--- src/rtl/bcmpi_pipe_if.sv ---
// Token bus of the bcmpi_pipe compare operator: producer side (R_IN/D_IN/RDY_OUT)
// and consumer side (R_OUT/D_OUT/RDY_IN) of one elastic dataflow edge pair.
interface bcmpi_pipe_if #(
    parameter int N = 16
);
    logic         R_IN;
    logic         RDY_OUT;
    logic [N-1:0] D_IN;
    logic         R_OUT;
    logic         RDY_IN;
    logic [N-1:0] D_OUT;

    modport master (output R_IN, D_IN, RDY_IN, input RDY_OUT, R_OUT, D_OUT);
    modport slave  (input R_IN, D_IN, RDY_IN, output RDY_OUT, R_OUT, D_OUT);
endinterface

--- src/rtl/bcmpi_pipe.sv ---
// Compare-with-immediate operator with a DEPTH-stage elastic valid/ready pipeline.
// Optional macro BCMPI_HIT_COUNT_EN compiles in the saturating HIT_CNT counter.
module bcmpi_pipe #(
    parameter int          N      = 16,
    parameter logic [63:0] I      = 64'd1,
    parameter int          MODE   = 1,
    parameter int          SIGNED = 0,
    parameter int          DEPTH  = 2
) (
    input  logic        CLK,
    input  logic        RST,
    input  logic        EN,
    bcmpi_pipe_if.slave bus,
    output logic [15:0] HIT_CNT
);
    localparam logic [N-1:0] IMM = I[N-1:0];

    logic [DEPTH-1:0] v_r;
    logic [DEPTH-1:0] r_r;
    logic [DEPTH-1:0] v_nxt_s;
    logic [DEPTH-1:0] r_nxt_s;
    logic [DEPTH-1:0] adv_s;
    logic             free0_s;
    logic             rdy_s;
    logic             in_xfer_s;
    logic [N-1:0]     d_out_s;

    function automatic logic cmp_f(input logic [N-1:0] a);
        logic eq_v;
        logic lt_v;
        logic res_v;
        eq_v = (a == IMM);
        if (SIGNED != 32'sd0) begin
            lt_v = ($signed(a) < $signed(IMM));
        end else begin
            lt_v = (a < IMM);
        end
        case (MODE)
            32'sd0:  res_v = eq_v;
            32'sd1:  res_v = ~eq_v;
            32'sd2:  res_v = lt_v;
            32'sd3:  res_v = lt_v | eq_v;
            32'sd4:  res_v = ~(lt_v | eq_v);
            32'sd5:  res_v = ~lt_v;
            default: res_v = 1'b0;
        endcase
        return res_v;
    endfunction

    // Ready chain from the consumer back to stage 0; a stage moves when the one after it frees up.
    always_comb begin
        logic f_v;
        logic a_v;
        adv_s = '0;
        f_v   = bus.RDY_IN;
        a_v   = 1'b0;
        for (int k = DEPTH - 1; k >= 0; k--) begin
            a_v      = EN & v_r[k] & f_v;
            adv_s[k] = a_v;
            f_v      = ~v_r[k] | a_v;
        end
        free0_s = f_v;
    end

    assign rdy_s       = EN & free0_s;
    assign in_xfer_s   = bus.R_IN & rdy_s;
    assign bus.RDY_OUT = rdy_s;

    // Next-state of each stage: load from upstream, drain when emptied, otherwise hold.
    always_comb begin
        v_nxt_s = v_r;
        r_nxt_s = r_r;
        if (in_xfer_s) begin
            v_nxt_s[0] = 1'b1;
            r_nxt_s[0] = cmp_f(bus.D_IN);
        end else if (adv_s[0]) begin
            v_nxt_s[0] = 1'b0;
        end else begin
            v_nxt_s[0] = v_r[0];
        end
        for (int k = 1; k < DEPTH; k++) begin
            if (adv_s[k-1]) begin
                v_nxt_s[k] = 1'b1;
                r_nxt_s[k] = r_r[k-1];
            end else if (adv_s[k]) begin
                v_nxt_s[k] = 1'b0;
            end else begin
                v_nxt_s[k] = v_r[k];
            end
        end
    end

    // Stage valid/result registers; EN=0 already forces the next state to equal the current one.
    always_ff @(posedge CLK) begin
        if (RST) begin
            v_r <= '0;
            r_r <= '0;
        end else begin
            v_r <= v_nxt_s;
            r_r <= r_nxt_s;
        end
    end

    // Result is zero-extended from the last stage's registered bit.
    always_comb begin
        d_out_s    = '0;
        d_out_s[0] = r_r[DEPTH-1];
    end

    assign bus.R_OUT = v_r[DEPTH-1];
    assign bus.D_OUT = d_out_s;

`ifdef BCMPI_HIT_COUNT_EN
    logic [15:0] hit_cnt_r;
    logic        out_xfer_s;

    assign out_xfer_s = adv_s[DEPTH-1];

    // Saturating count of delivered tokens whose result is 1.
    always_ff @(posedge CLK) begin
        if (RST) begin
            hit_cnt_r <= 16'h0000;
        end else if (out_xfer_s && r_r[DEPTH-1] && (hit_cnt_r != 16'hFFFF)) begin
            hit_cnt_r <= hit_cnt_r + 16'd1;
        end else begin
            hit_cnt_r <= hit_cnt_r;
        end
    end

    assign HIT_CNT = hit_cnt_r;
`else
    assign HIT_CNT = 16'h0000;
`endif
endmodule

--- src/flat_wrapper.sv ---
// flat-port wrapper written by rule: the top's interface ports become plain ports
module bcmpi_pipe_flat 
#(
    parameter int          N      = 16,
    parameter logic [63:0] I      = 64'd1,
    parameter int          MODE   = 1,
    parameter int          SIGNED = 0,
    parameter int          DEPTH  = 2
)
  (CLK, RST, EN, HIT_CNT, bus_R_IN, bus_D_IN, bus_RDY_IN, bus_RDY_OUT, bus_R_OUT, bus_D_OUT);
  bcmpi_pipe_if #(.N(N)) bus_i ();
  input  logic CLK;
  input  logic RST;
  input  logic EN;
  output logic [15:0] HIT_CNT;
  input wire logic [$bits(bus_i.R_IN)-1:0] bus_R_IN;
  input wire logic [$bits(bus_i.D_IN)-1:0] bus_D_IN;
  input wire logic [$bits(bus_i.RDY_IN)-1:0] bus_RDY_IN;
  output wire logic [$bits(bus_i.RDY_OUT)-1:0] bus_RDY_OUT;
  output wire logic [$bits(bus_i.R_OUT)-1:0] bus_R_OUT;
  output wire logic [$bits(bus_i.D_OUT)-1:0] bus_D_OUT;
  assign bus_i.R_IN = bus_R_IN;
  assign bus_i.D_IN = bus_D_IN;
  assign bus_i.RDY_IN = bus_RDY_IN;
  assign bus_RDY_OUT = bus_i.RDY_OUT;
  assign bus_R_OUT = bus_i.R_OUT;
  assign bus_D_OUT = bus_i.D_OUT;
  bcmpi_pipe #(.N(N), .I(I), .MODE(MODE), .SIGNED(SIGNED), .DEPTH(DEPTH)) u_core (.CLK(CLK), .RST(RST), .EN(EN), .bus(bus_i), .HIT_CNT(HIT_CNT));
endmodule
--- config.mk ---
export PLATFORM = sky130hd
export DESIGN_NAME = bcmpi_pipe_flat
export DESIGN_NICKNAME = d
export VERILOG_FILES = /design/src/rtl/bcmpi_pipe_if.sv /design/src/rtl/bcmpi_pipe.sv /design/src/flat_wrapper.sv
export SDC_FILE = /design/constraint.sdc
export NUM_CORES = 1
export LEC_CHECK = 0
export BUFFER_PORTS_ARGS = -buffer_cell sky130_fd_sc_hd__buf_2
export CAP_MARGIN = 20
export CELL_PAD_IN_SITES_DETAIL_PLACEMENT = 1
export CELL_PAD_IN_SITES_GLOBAL_PLACEMENT = 2
export CORE_ASPECT_RATIO = 1.75
export CORE_MARGIN = 1.5
export CORE_UTILIZATION = 15
export DETAILED_ROUTE_END_ITERATION = 10
export HOLD_SLACK_MARGIN = 0.12
export PLACE_DENSITY = 0.88
export SYNTH_ARGS = -nofsm -noshare
export SYNTH_HDL_FRONTEND = slang
export SYNTH_SLANG_ARGS = --single-unit
--- constraint.sdc ---
create_clock -name CLK -period 1.8 [get_ports CLK]
set_clock_uncertainty 0.15 [all_clocks]
set_input_delay 0.18 -clock CLK [delete_from_list [all_inputs] [get_ports CLK]]
set_output_delay 0.18 -clock CLK [all_outputs]
set_load 0.005 [all_outputs]
-- Word-level counts from Yosys, hierarchy flattened
Cells that the tools add are included.
- bits in registers: 4
- input port bits: 21
- output and inout bits: 34
- logic and storage cells: 22
- eq/ne operators: 1
- muxes and demuxes: 4
- bitwise operators: 11
- reduce and logical (&&, ||, !) cells: 2
- operators with widths (operator ; count):
    $eq A16 B1 Y1 const B ; 1
    $and A1 B1 Y1 ; 6
    $mux W1 ; 4
    $reduce_bool A2 Y1 ; 2
    $not A1 Y1 ; 3
    $or A1 B1 Y1 ; 2

-- Logic depth before layout (Yosys ltp)
Gate-level depths: netlist of the first run.
- word-level depth: 8
- gate-level depth with buffers: 3
- mapped depth without buffers: 3

-- Worst setup path after synthesis of the first run
Ideal clock, no wire load.
- kind: reg-to-reg
- start point: register u_core.v_r[1]
- end point: register u_core.r_r[1]
- setup time: 0.070 ns
- data arrival time: 0.908 ns
- data required time: 1.580 ns
- path slack: 0.672 ns
- cell stages (with the launch flop): 4
- buffers on the path: 0
- period minus slack after synthesis: 1.128 ns
- cell sequence: dfxtp_1 -> nor2b_4 -> or3b_1 -> a21oi_1
- cells in the longest elaborated chain, start to end: 4
- elaborated cells between the ends (all ways): 5
- classes of those cells: 5 x bitwise
- RTL lines (what ; RTL line ; source):
    start: declaration ; bcmpi_pipe.sv:18 ; logic [DEPTH-1:0] v_r;
    start signal: assignment ; bcmpi_pipe.sv:99 ; v_r <= v_nxt_s;
    $and A1 B1 Y1 (2 in series) ; bcmpi_pipe.sv:58 ; a_v = EN & v_r[k] & f_v;
    $or A1 B1 Y1 (*) ; bcmpi_pipe.sv:60 ; f_v = ~v_r[k] | a_v;
    $and A1 B1 Y1 (*) ; bcmpi_pipe.sv:58 ;
    end signal: assignment ; bcmpi_pipe.sv:100 ; r_r <= r_nxt_s;
    end: declaration ; bcmpi_pipe.sv:19 ; logic [DEPTH-1:0] r_r;
Every way passes the cells marked *; elsewhere a longest branch is shown, timed or not.
A chain may end at the register's enable or synchronous reset.

-- Worst setup path after layout of the first run
- start point: register u_core.v_r[1]
- end point: output port bus_RDY_OUT
- cells in the longest elaborated chain, start to end: 6
- elaborated cells between the ends (all ways): 7
- classes of those cells: 7 x bitwise
- RTL lines (what ; RTL line ; source):
    $and A1 B1 Y1 (2 in series) ; bcmpi_pipe.sv:58 ;
    $or A1 B1 Y1 (*) ; bcmpi_pipe.sv:60 ;
    $and A1 B1 Y1 (*) ; bcmpi_pipe.sv:58 ;
    $or A1 B1 Y1 (*) ; bcmpi_pipe.sv:60 ;
    $and A1 B1 Y1 (*) ; bcmpi_pipe.sv:65 ; assign rdy_s = EN & free0_s;
    end: declaration ; flat_wrapper.sv:19 ; output wire logic [$bits(bus_i.RDY_OUT)-1:0] bus_RDY_OUT;
Marked as above.

==> results.sh, run 1 <==
export IMPL_numCtsBuffers=3
export IMPL_syn_avg_cell_area_um2=7.90
export IMPL_critPathKind="reg -> out"
export IMPL_top_usage_layer="met2"
export IMPL_ctsRootBufferMaster="clkbuf_8"
export IMPL_post_drt_wl_per_cell_um=8.89
export IMPL_yosysTopAreaCell="buf_4"
export IMPL_final_setup_tns_ns=0
export IMPL_route_detailed_drc=0
export IMPL_rsz0062_at_grt="no"
export IMPL_critPathArrivalTime_ns=1.18
export IMPL_h_tree_depth=1
export IMPL_hold_path_class="in -> reg"
export IMPL_synth_top_cells_by_area="buf_4 (52%), dfxtp_1 (17%), a21oi_1 (4.4%), nor4_1 (4.1%), nor2b_4 (3.0%)"
export IMPL_swShare_pct=23.6
export IMPL_hold_violations=0
export IMPL_overflow=0
export IMPL_status="completed"
export IMPL_clk_pin_slew_worst_paths_ns=0.03
export IMPL_grt_start_max_net_pins=6
export IMPL_clkLatencyLatePin_ns=0.21
export IMPL_p_sw_w=0.0000809
export IMPL_n_antenna_cell=0
export IMPL_syn_area_um2=458
export IMPL_placed_cells=107
export IMPL_die_y_um=76.1
export IMPL_cp_max_fo=4
export IMPL_syn_inst=58
export IMPL_period_share_pct=84.0
export IMPL_synth_most_common_cell="buf_4"
export IMPL_rows=26
export IMPL_grt_use_met2_pct=11.0
export IMPL_fmax_mhz=661
export IMPL_grtUsageMet3_pct=3.79
export IMPL_cts_tree="yes"
export IMPL_synth_warnings=0
export IMPL_final_cells=111
export IMPL_synth_flop_cell="dfxtp_1"
export IMPL_ys_ff_latch=4
export IMPL_dp_hpwl_um=888
export IMPL_core_um2=2930
export IMPL_cts_sinks=4
export IMPL_seq_power_share_pct=28.4
export IMPL_ys_seq_area_share_pct=17.5
export IMPL_p_leak_nw=0.282
export IMPL_fin_crit_ns=1.51
export IMPL_ctsResizeCount=0
export IMPL_drv_cap=0
export IMPL_place_gp_congestion=0.749
export IMPL_synth_top_area_share_pct=52.5
export IMPL_worstSetupEndpointType="output pin"
export IMPL_routed_wl_um=987
export IMPL_die_area_um2=3410
export IMPL_die_w_um=44.8
export IMPL_synth_enable_flop_cells=0
export IMPL_syn2layout_area_growth_pct=16.1
export IMPL_drtIter0Drc=6
export IMPL_maxSlewViolCount=0
export IMPL_start_util_pct=15.6
export IMPL_use_met1_pct=4.61
export IMPL_dr_pass1_iters=3
export IMPL_clockBufferDepth=2
export IMPL_boundaryPins=55
export IMPL_rrSetupSlack_ns=0.64
export IMPL_grt_use_total_pct=5.80
export IMPL_clkPwrFrac_pct=53.8
export IMPL_numPortBuffers=23
export IMPL_peakVddDrop_v=0.000396
export IMPL_antenna_found_initial=0
export IMPL_async_reset_ff_share_pct=0
export IMPL_drive_gt1_share_pct=33.7
export IMPL_layout_nets=106
export IMPL_vias_per_cell=3.58
export IMPL_grt_pass1_wl_um=1410
export IMPL_power_share_combinational_pct=17.8
export IMPL_ys_types=16
export IMPL_crit_path_start_kind="flop"
export IMPL_p_int_w=0.000262
export IMPL_crit_required_ns=1.47
export IMPL_setup_viol=0
export IMPL_grt_pass1_vias=366
export IMPL_yosys_top_cells_count="buf_4 (32), a21oi_1 (4), dfxtp_1 (4), nand2_1 (3), nor4_1 (3)"
export IMPL_power_density_nw_per_um2=646
export IMPL_ant_nets=0
export IMPL_vias=397
[layout make-up]
type                    count  area, µm²
fillers                   373       2400
multi-input cells          52        250
repair buffers             24        125
flip-flops and latches      4       80.1
clock buffers               3       41.3
well taps                  28       35.0
[cell families after synthesis]
family                 synth area share (%)
and+or+nand+nor                        19.7
buffers and inverters                  52.5
AOI/OAI and AO/OA                      9.56
DFF                                    17.5
other                                 0.819
[path summary, 6_finish.rpt]
kind / end / depth (start not counted) / start
setup / recovery: bus_RDY_OUT / 4 / u_core.v_r[1]
hold / removal: u_core.v_r[0] / 3 / bus_R_IN
setup reg to reg: u_core.r_r[1] / 3 / u_core.v_r[1]
hold reg to reg: u_core.r_r[1] / 2 / u_core.r_r[1]
[power by group through the flow]
stage / logic [W] / clock network, W / registers, W
finish: 0.0000612 / 0.000185 / 0.0000974
CTS: 0.0000594 / 0.000191 / 0.0000977
global route: 0.0000700 / 0.000201 / 0.0000983
global placement: 0.0000554 / 0 / 0.0000981
detailed placement: 0.0000575 / 0 / 0.0000990
floorplan: 0.0000761 / 0 / 0.0000978
[per-layer routing]
| layer | up-vias | part of all wire, % |
|---|---|---|
| li1 | 182 | - |
| met1 | 165 | 30 |
| met2 | 50 | 54 |
| met3 | 0 | 17 |
| met4 | 0 | 0 |
| met5 | - | 0 |
[critical path, stage by stage (launching register included)]
cell,delay [ns]
dfxtp_1,0.36
nor2b_4,0.20
o21ai_0,0.12
and2_1,0.17
buf_2,0.12
[registers in the layout, summed over array words and instances, names as in the netlist]
name        flops
u_core.r_r      2
u_core.v_r      2
[stage by stage]
| stage | utilization, % | power (W) | hold slack [ns] | setup slack [ns] | cell area, µm² |
|---|---|---|---|---|---|
| after floorplan | - | 0.000174 | 0.0991 | 0.672 | 571 |
| after global placement | 16.4 | 0.000154 | 0.234 | 0.576 | 480 |
| after detailed placement | 16.4 | 0.000156 | 0.257 | 0.515 | 480 |
| after CTS | 18.2 | 0.000349 | 0.122 | 0.280 | 532 |
| after global routing | 18.2 | 0.000369 | 0.143 | 0.229 | 532 |
| final | 18.2 | 0.000343 | 0.125 | 0.288 | 532 |
[timing repair]
item                      4_1_cts  5_1_grt
hold endpoints to repair        4        0
setup buffers                   0        0
hold buffers                    1        0
[cells in the final DEF, fill, tap and decap left out, drive strengths merged, types with 2 or more instances in the layout]
cell type	synthesis	final
dfxtp	4	4
nor4	3	3
conb	1	31
o21ai	2	2
a21oi	4	4
buf	32	23
clkbuf	0	3
nand2	4	4
No activity file was read; power rests on OpenSTA's default activity.
==> inputs of run 2 (changes only) <==
Settings changed: ABC_AREA set to 1, CORE_UTILIZATION 15 to 14, PLACE_DENSITY 0.88 to 0.82.
Clock period 1.8 ns to 1.5 ns, I/O delays scaled along.
==> results.sh, run 2 <==
export IMPL_fmax_mhz=708
export IMPL_rsz0062_at_grt="no"
export IMPL_h_tree_depth=1
export IMPL_routed_wl_um=977
export IMPL_synth_enable_flop_cells=0
export IMPL_cts_sinks=4
export IMPL_clk_pin_slew_worst_paths_ns=0.03
export IMPL_drv_cap=0
export IMPL_cts_tree="yes"
export IMPL_place_gp_congestion=0.638
export IMPL_synth_top_area_share_pct=48.2
export IMPL_layout_common_cells="conb_1 (31), buf_2 (23), nor2_1 (11), nand2_1 (10), inv_1 (5)"
export IMPL_synth_warnings=0
export IMPL_ant_nets=0
export IMPL_grt_use_total_pct=5.79
export IMPL_ys_types=13
export IMPL_hold_violations=0
export IMPL_synth_most_common_cell="buf_4"
export IMPL_crit_required_ns=1.20
export IMPL_final_setup_tns_ns=0
export IMPL_synth_top_cells_by_area="buf_4 (48%), dfxtp_1 (16%), nor2_1 (8.3%), nand2_1 (7.5%), a31oi_4 (4.3%)"
export IMPL_critPathArrivalTime_ns=1.11
export IMPL_vias_per_cell=3.01
export IMPL_critPathKind="in -> out"
export IMPL_worstSetupEndpointType="output pin"
export IMPL_grt_pass1_vias=438
export IMPL_core_um2=3400
export IMPL_dp_hpwl_um=875
export IMPL_route_detailed_drc=0
export IMPL_power_density_nw_per_um2=700
export IMPL_ys_ff_latch=4
export IMPL_setup_viol=0
export IMPL_status="completed"
export IMPL_post_drt_wl_per_cell_um=6.69
export IMPL_boundaryPins=55
export IMPL_maxSlewViolCount=0
export IMPL_yosysTopAreaCell="buf_4"
export IMPL_antenna_found_initial=0
export IMPL_p_leak_nw=0.353
export IMPL_drive_gt1_share_pct=30.7
export IMPL_layout_nets=124
export IMPL_grt_start_max_net_pins=4
export IMPL_largest_registers="u_core.r_r (2), u_core.v_r (2)"
export IMPL_crit_path_start_kind="input port"
export IMPL_yosys_top_cells_count="buf_4 (32), nor2_1 (11), nand2_1 (10), inv_1 (5), dfxtp_1 (4)"
export IMPL_p_total_w=0.000429
export IMPL_post_cts_setup_buffers=0
export IMPL_ctsRootBufferMaster="clkbuf_8"
export IMPL_vias=440
export IMPL_dr_pass1_iters=3
export IMPL_syn2layout_area_growth_pct=23.1
export IMPL_peakVddDrop_v=0.000169
export IMPL_drtIter0Drc=2
export IMPL_syn_inst=74
export IMPL_numCtsBuffers=3
export IMPL_start_util_pct=14.7
export IMPL_die_y_um=81.9
export IMPL_numPortBuffers=23
export IMPL_rows=28
export IMPL_layout_commonest_cell="conb_1"
export IMPL_grt_pass1_wl_um=1520
export IMPL_placed_cells=140
export IMPL_fin_crit_ns=1.41
export IMPL_die_area_um2=3940
export IMPL_cp_max_fo=2
export IMPL_ys_seq_area_share_pct=16.1
export IMPL_die_w_um=48.1
export IMPL_async_reset_ff_share_pct=0
export IMPL_syn_avg_cell_area_um2=6.73
export IMPL_overflow=0
export IMPL_final_cells=146
export IMPL_clockBufferDepth=2
export IMPL_syn_area_um2=498
export IMPL_n_antenna_cell=0
export IMPL_synth_flop_cell="dfxtp_1"
export IMPL_clkLatencyLatePin_ns=0.22
export IMPL_period_share_pct=94.1
export IMPL_hold_path_class="in -> reg"
[run 2: cell types whose count changed in the layout (fill, tap and decap cells not counted), sizes merged, moves of 3 or more]
cell / before / now
nor4: 3 / 0
inv: 0 / 7
nor2: 0 / 11
nand2: 4 / 11
[run 2: what timing repair did]
action                                 in CTS  in global routing
endpoints found under the hold margin       4                  0
setup endpoints to repair                   0                  0
gates resized for setup                     0                  0
hold buffers                                3                  0
[run 2: through the flow]
step	hold WS (ns)	setup WS (ns)	cell area [µm²]	util (%)
detailed placement	0.200	0.406	542	15.9
CTS	0.172	0.0816	613	18.0
finish	0.165	0.0885	613	18.0
floorplan	0.0691	0.484	611	-
global route	0.211	0.0349	613	18.0
global placement	0.201	0.428	542	15.9
[run 2: worst max-delay path, stage by stage]
cell and delay [ns]:
dlygate4sd3_1 0.51, buf_2 0.12, inv_2 0.05, a31oi_4 0.14, buf_2 0.14
[run 2: cell families (layout without fill, tap and decap cells)]
group / count (synthesis) / in the layout / synth area share (%)
and+or+nand+nor: 26 / 26 / 21.6
other: 1 / 31 / 0.753
buffers and inverters: 39 / 36 / 53.5
DFF: 4 / 4 / 16.1
AOI/OAI and AO/OA: 4 / 4 / 8.04
[run 2: metal layers]
layer | wire length (µm) | GRT usage (%) | up-vias
met5 | 0 | 0 | -
met4 | 35 | 4.86 | 0
met3 | 136 | 2.64 | 5
met2 | 518 | 10.4 | 44
met1 | 286 | 4.05 | 179
li1 | - | - | 212
[run 2: report_power, final]
| group | switching (W) | internal [W] | leakage (nW) | total [W] |
|---|---|---|---|---|
| Clock | 0.0000567 | 0.000171 | 0.0216 | 0.000228 |
| Sequential | 0.00000529 | 0.000113 | 0.0328 | 0.000118 |
| Combinational | 0.0000466 | 0.0000367 | 0.298 | 0.0000834 |
| Total | 0.000109 | 0.000321 | 0.353 | 0.000429 |
[run 2: final cells by class]
cell class	count	area, µm²
inverter	7	26.3
tap	45	56.3
sequential	4	80.1
clock buffer	3	41.3
fill	451	2790
timing repair buffer	26	145
multi-input combinational	61	264
[run 2: path summary, 6_finish.rpt]
| path | startpoint | end | slack (ns) | cells after the start |
|---|---|---|---|---|
| worst max-delay path | EN | bus_RDY_OUT | 0.09 | 5 |
| worst min-delay path | bus_RDY_IN | u_core.v_r[1] | 0.16 | 4 |
| worst max register to register | u_core.v_r[0] | u_core.v_r[0] | 0.42 | 7 |
| worst min register to register | u_core.r_r[1] | u_core.r_r[1] | 0.30 | 2 |
==> inputs of run 3 (changes only) <==
Settings changed: ABC_AREA 1 to 0, PLACE_DENSITY 0.82 to 0.83.
==> results.sh, run 3 (synthesized netlist as in run 1, its figures left out) <==
export IMPL_maxSlewViolCount=0
export IMPL_boundaryPins=55
export IMPL_cp_max_fo=4
export IMPL_layout_nets=109
export IMPL_dp_hpwl_um=879
export IMPL_crit_path_max_incr_delay_ns=0.35
export IMPL_status="completed"
export IMPL_multiInputGateArea_um2=250
export IMPL_critPathTopFamily="flip-flops"
export IMPL_crit_buf_inv=1
export IMPL_numCtsBuffers=3
export IMPL_core_um2=3140
export IMPL_layout_common_cells="conb_1 (31), buf_2 (23), a21oi_1 (4), dlygate4sd3_1 (4), dfxtp_1 (4)"
export IMPL_hold_path_class="in -> reg"
export IMPL_peakVddDrop_v=0.000428
export IMPL_die_y_um=78.7
export IMPL_worstSetupEndpointType="output pin"
export IMPL_critPathKind="reg -> out"
export IMPL_cts_tree="yes"
export IMPL_numPortBuffers=23
export IMPL_ctsRootBufferMaster="clkbuf_8"
export IMPL_vias_per_cell=3.07
export IMPL_grt_start_max_net_pins=6
export IMPL_period_share_pct=95.6
export IMPL_largest_registers="u_core.r_r (2), u_core.v_r (2)"
export IMPL_drtIter0Drc=6
export IMPL_ant_nets=0
export IMPL_path_cells="nor2b_4 -> o21ai_1 -> and2_1 -> buf_2"
export IMPL_num_fill_cells=394
export IMPL_crit_required_ns=1.20
export IMPL_n_antenna_cell=0
export IMPL_final_cells=129
export IMPL_dr_pass1_iters=2
export IMPL_clk_pin_slew_worst_paths_ns=0.03
export IMPL_clkLatencyLatePin_ns=0.22
export IMPL_final_setup_tns_ns=0
export IMPL_routed_wl_um=1000
export IMPL_power_density_nw_per_um2=724
export IMPL_antenna_found_initial=0
export IMPL_layout_commonest_cell="conb_1"
export IMPL_hold_violations=0
export IMPL_drv_cap=0
export IMPL_crit_path_top_delay_cell="dfxtp_1"
export IMPL_h_tree_depth=1
export IMPL_fin_crit_ns=1.43
export IMPL_die_w_um=46.2
export IMPL_placed_cells=122
export IMPL_overflow=0
export IMPL_rows=27
export IMPL_drive_gt1_share_pct=32.6
export IMPL_clockBufferDepth=2
export IMPL_rsz0062_at_grt="no"
export IMPL_start_util_pct=14.6
export IMPL_setup_viol=0
export IMPL_post_drt_wl_per_cell_um=7.78
export IMPL_syn2layout_area_growth_pct=26.8
export IMPL_vias=396
export IMPL_regArea_um2=80.1
export IMPL_p_leak_nw=0.293
export IMPL_crit_path_start_kind="flop"
export IMPL_fmax_mhz=698
export IMPL_grt_pass1_vias=388
export IMPL_cts_sinks=4
export IMPL_place_gp_congestion=0.687
export IMPL_critPathArrivalTime_ns=1.13
export IMPL_die_area_um2=3640
export IMPL_grt_pass1_wl_um=1460
export IMPL_grt_use_total_pct=5.65
export IMPL_route_detailed_drc=0
-- run 3: cell types whose count changed in the layout (fill, tap and decap cells not counted), sizes merged, moves of 2 or more --
cell | before | now
a21oi | 2 | 4
nand2 | 11 | 4
nor2 | 11 | 0
nor4 | 0 | 3
inv | 7 | 0
nand3 | 2 | 0
-- run 3: what timing repair did --
action | 4_1_cts | 5_1_grt
buffers inserted | 0 | 0
gates resized for setup | 0 | 1
hold endpoints to repair | 4 | 0
hold buffers | 4 | 0
endpoints found under the setup margin | 0 | 1
-- run 3: routing by layer --
layer / track usage [%] / vias to the layer above / wire length [µm]
met4: 3.43 / 0 / 17
met5: 0 / - / 0
met1: 4.42 / 167 / 274
li1: - / 189 / -
met2: 10.0 / 38 / 551
met3: 2.99 / 2 / 161
-- run 3: worst paths after layout --
| check | endpoint | slack (ns) | startpoint | cells past startpoint |
|---|---|---|---|---|
| max | bus_RDY_OUT | 0.07 | u_core.v_r[1] | 4 |
| min | u_core.v_r[1] | 0.13 | EN | 4 |
| max reg2reg | u_core.v_r[1] | 0.12 | u_core.v_r[0] | 3 |
| min reg2reg | u_core.v_r[1] | 0.33 | u_core.v_r[1] | 2 |
-- run 3: area by class of cell --
type	instances	area share, %
clock buffer	3	7.11
multi-input combinational	52	43.1
sequential	4	13.8
tap	43	9.27
timing repair buffer	27	26.7
-- run 3: report_power, final --
group / internal (W) / switching [W]
registers: 0.000113 / 0.00000425
logic: 0.0000365 / 0.0000416
clock network: 0.000171 / 0.0000543
total: 0.000320 / 0.000100
-- run 3: metrics by stage --
step           area [µm²]  hold WS (ns)  total power, W  utilization [%]  setup slack (ns)
2_1_floorplan         571        0.0691        0.000209                -             0.372
3_3_place_gp          499         0.206        0.000183             15.9             0.305
3_5_place_dp          499         0.213        0.000186             15.9             0.266
4_1_cts               581         0.128        0.000424             18.5            0.0241
5_1_grt               581         0.167        0.000451             18.5           0.00682
6_report              581         0.128        0.000420             18.5            0.0665
-- run 3: worst min-delay path, delay by kind of cell --
kind,cells,cell delay (ns)
compound gates,1,0.06
buf+inv,1,0.12
simple gates,2,0.11
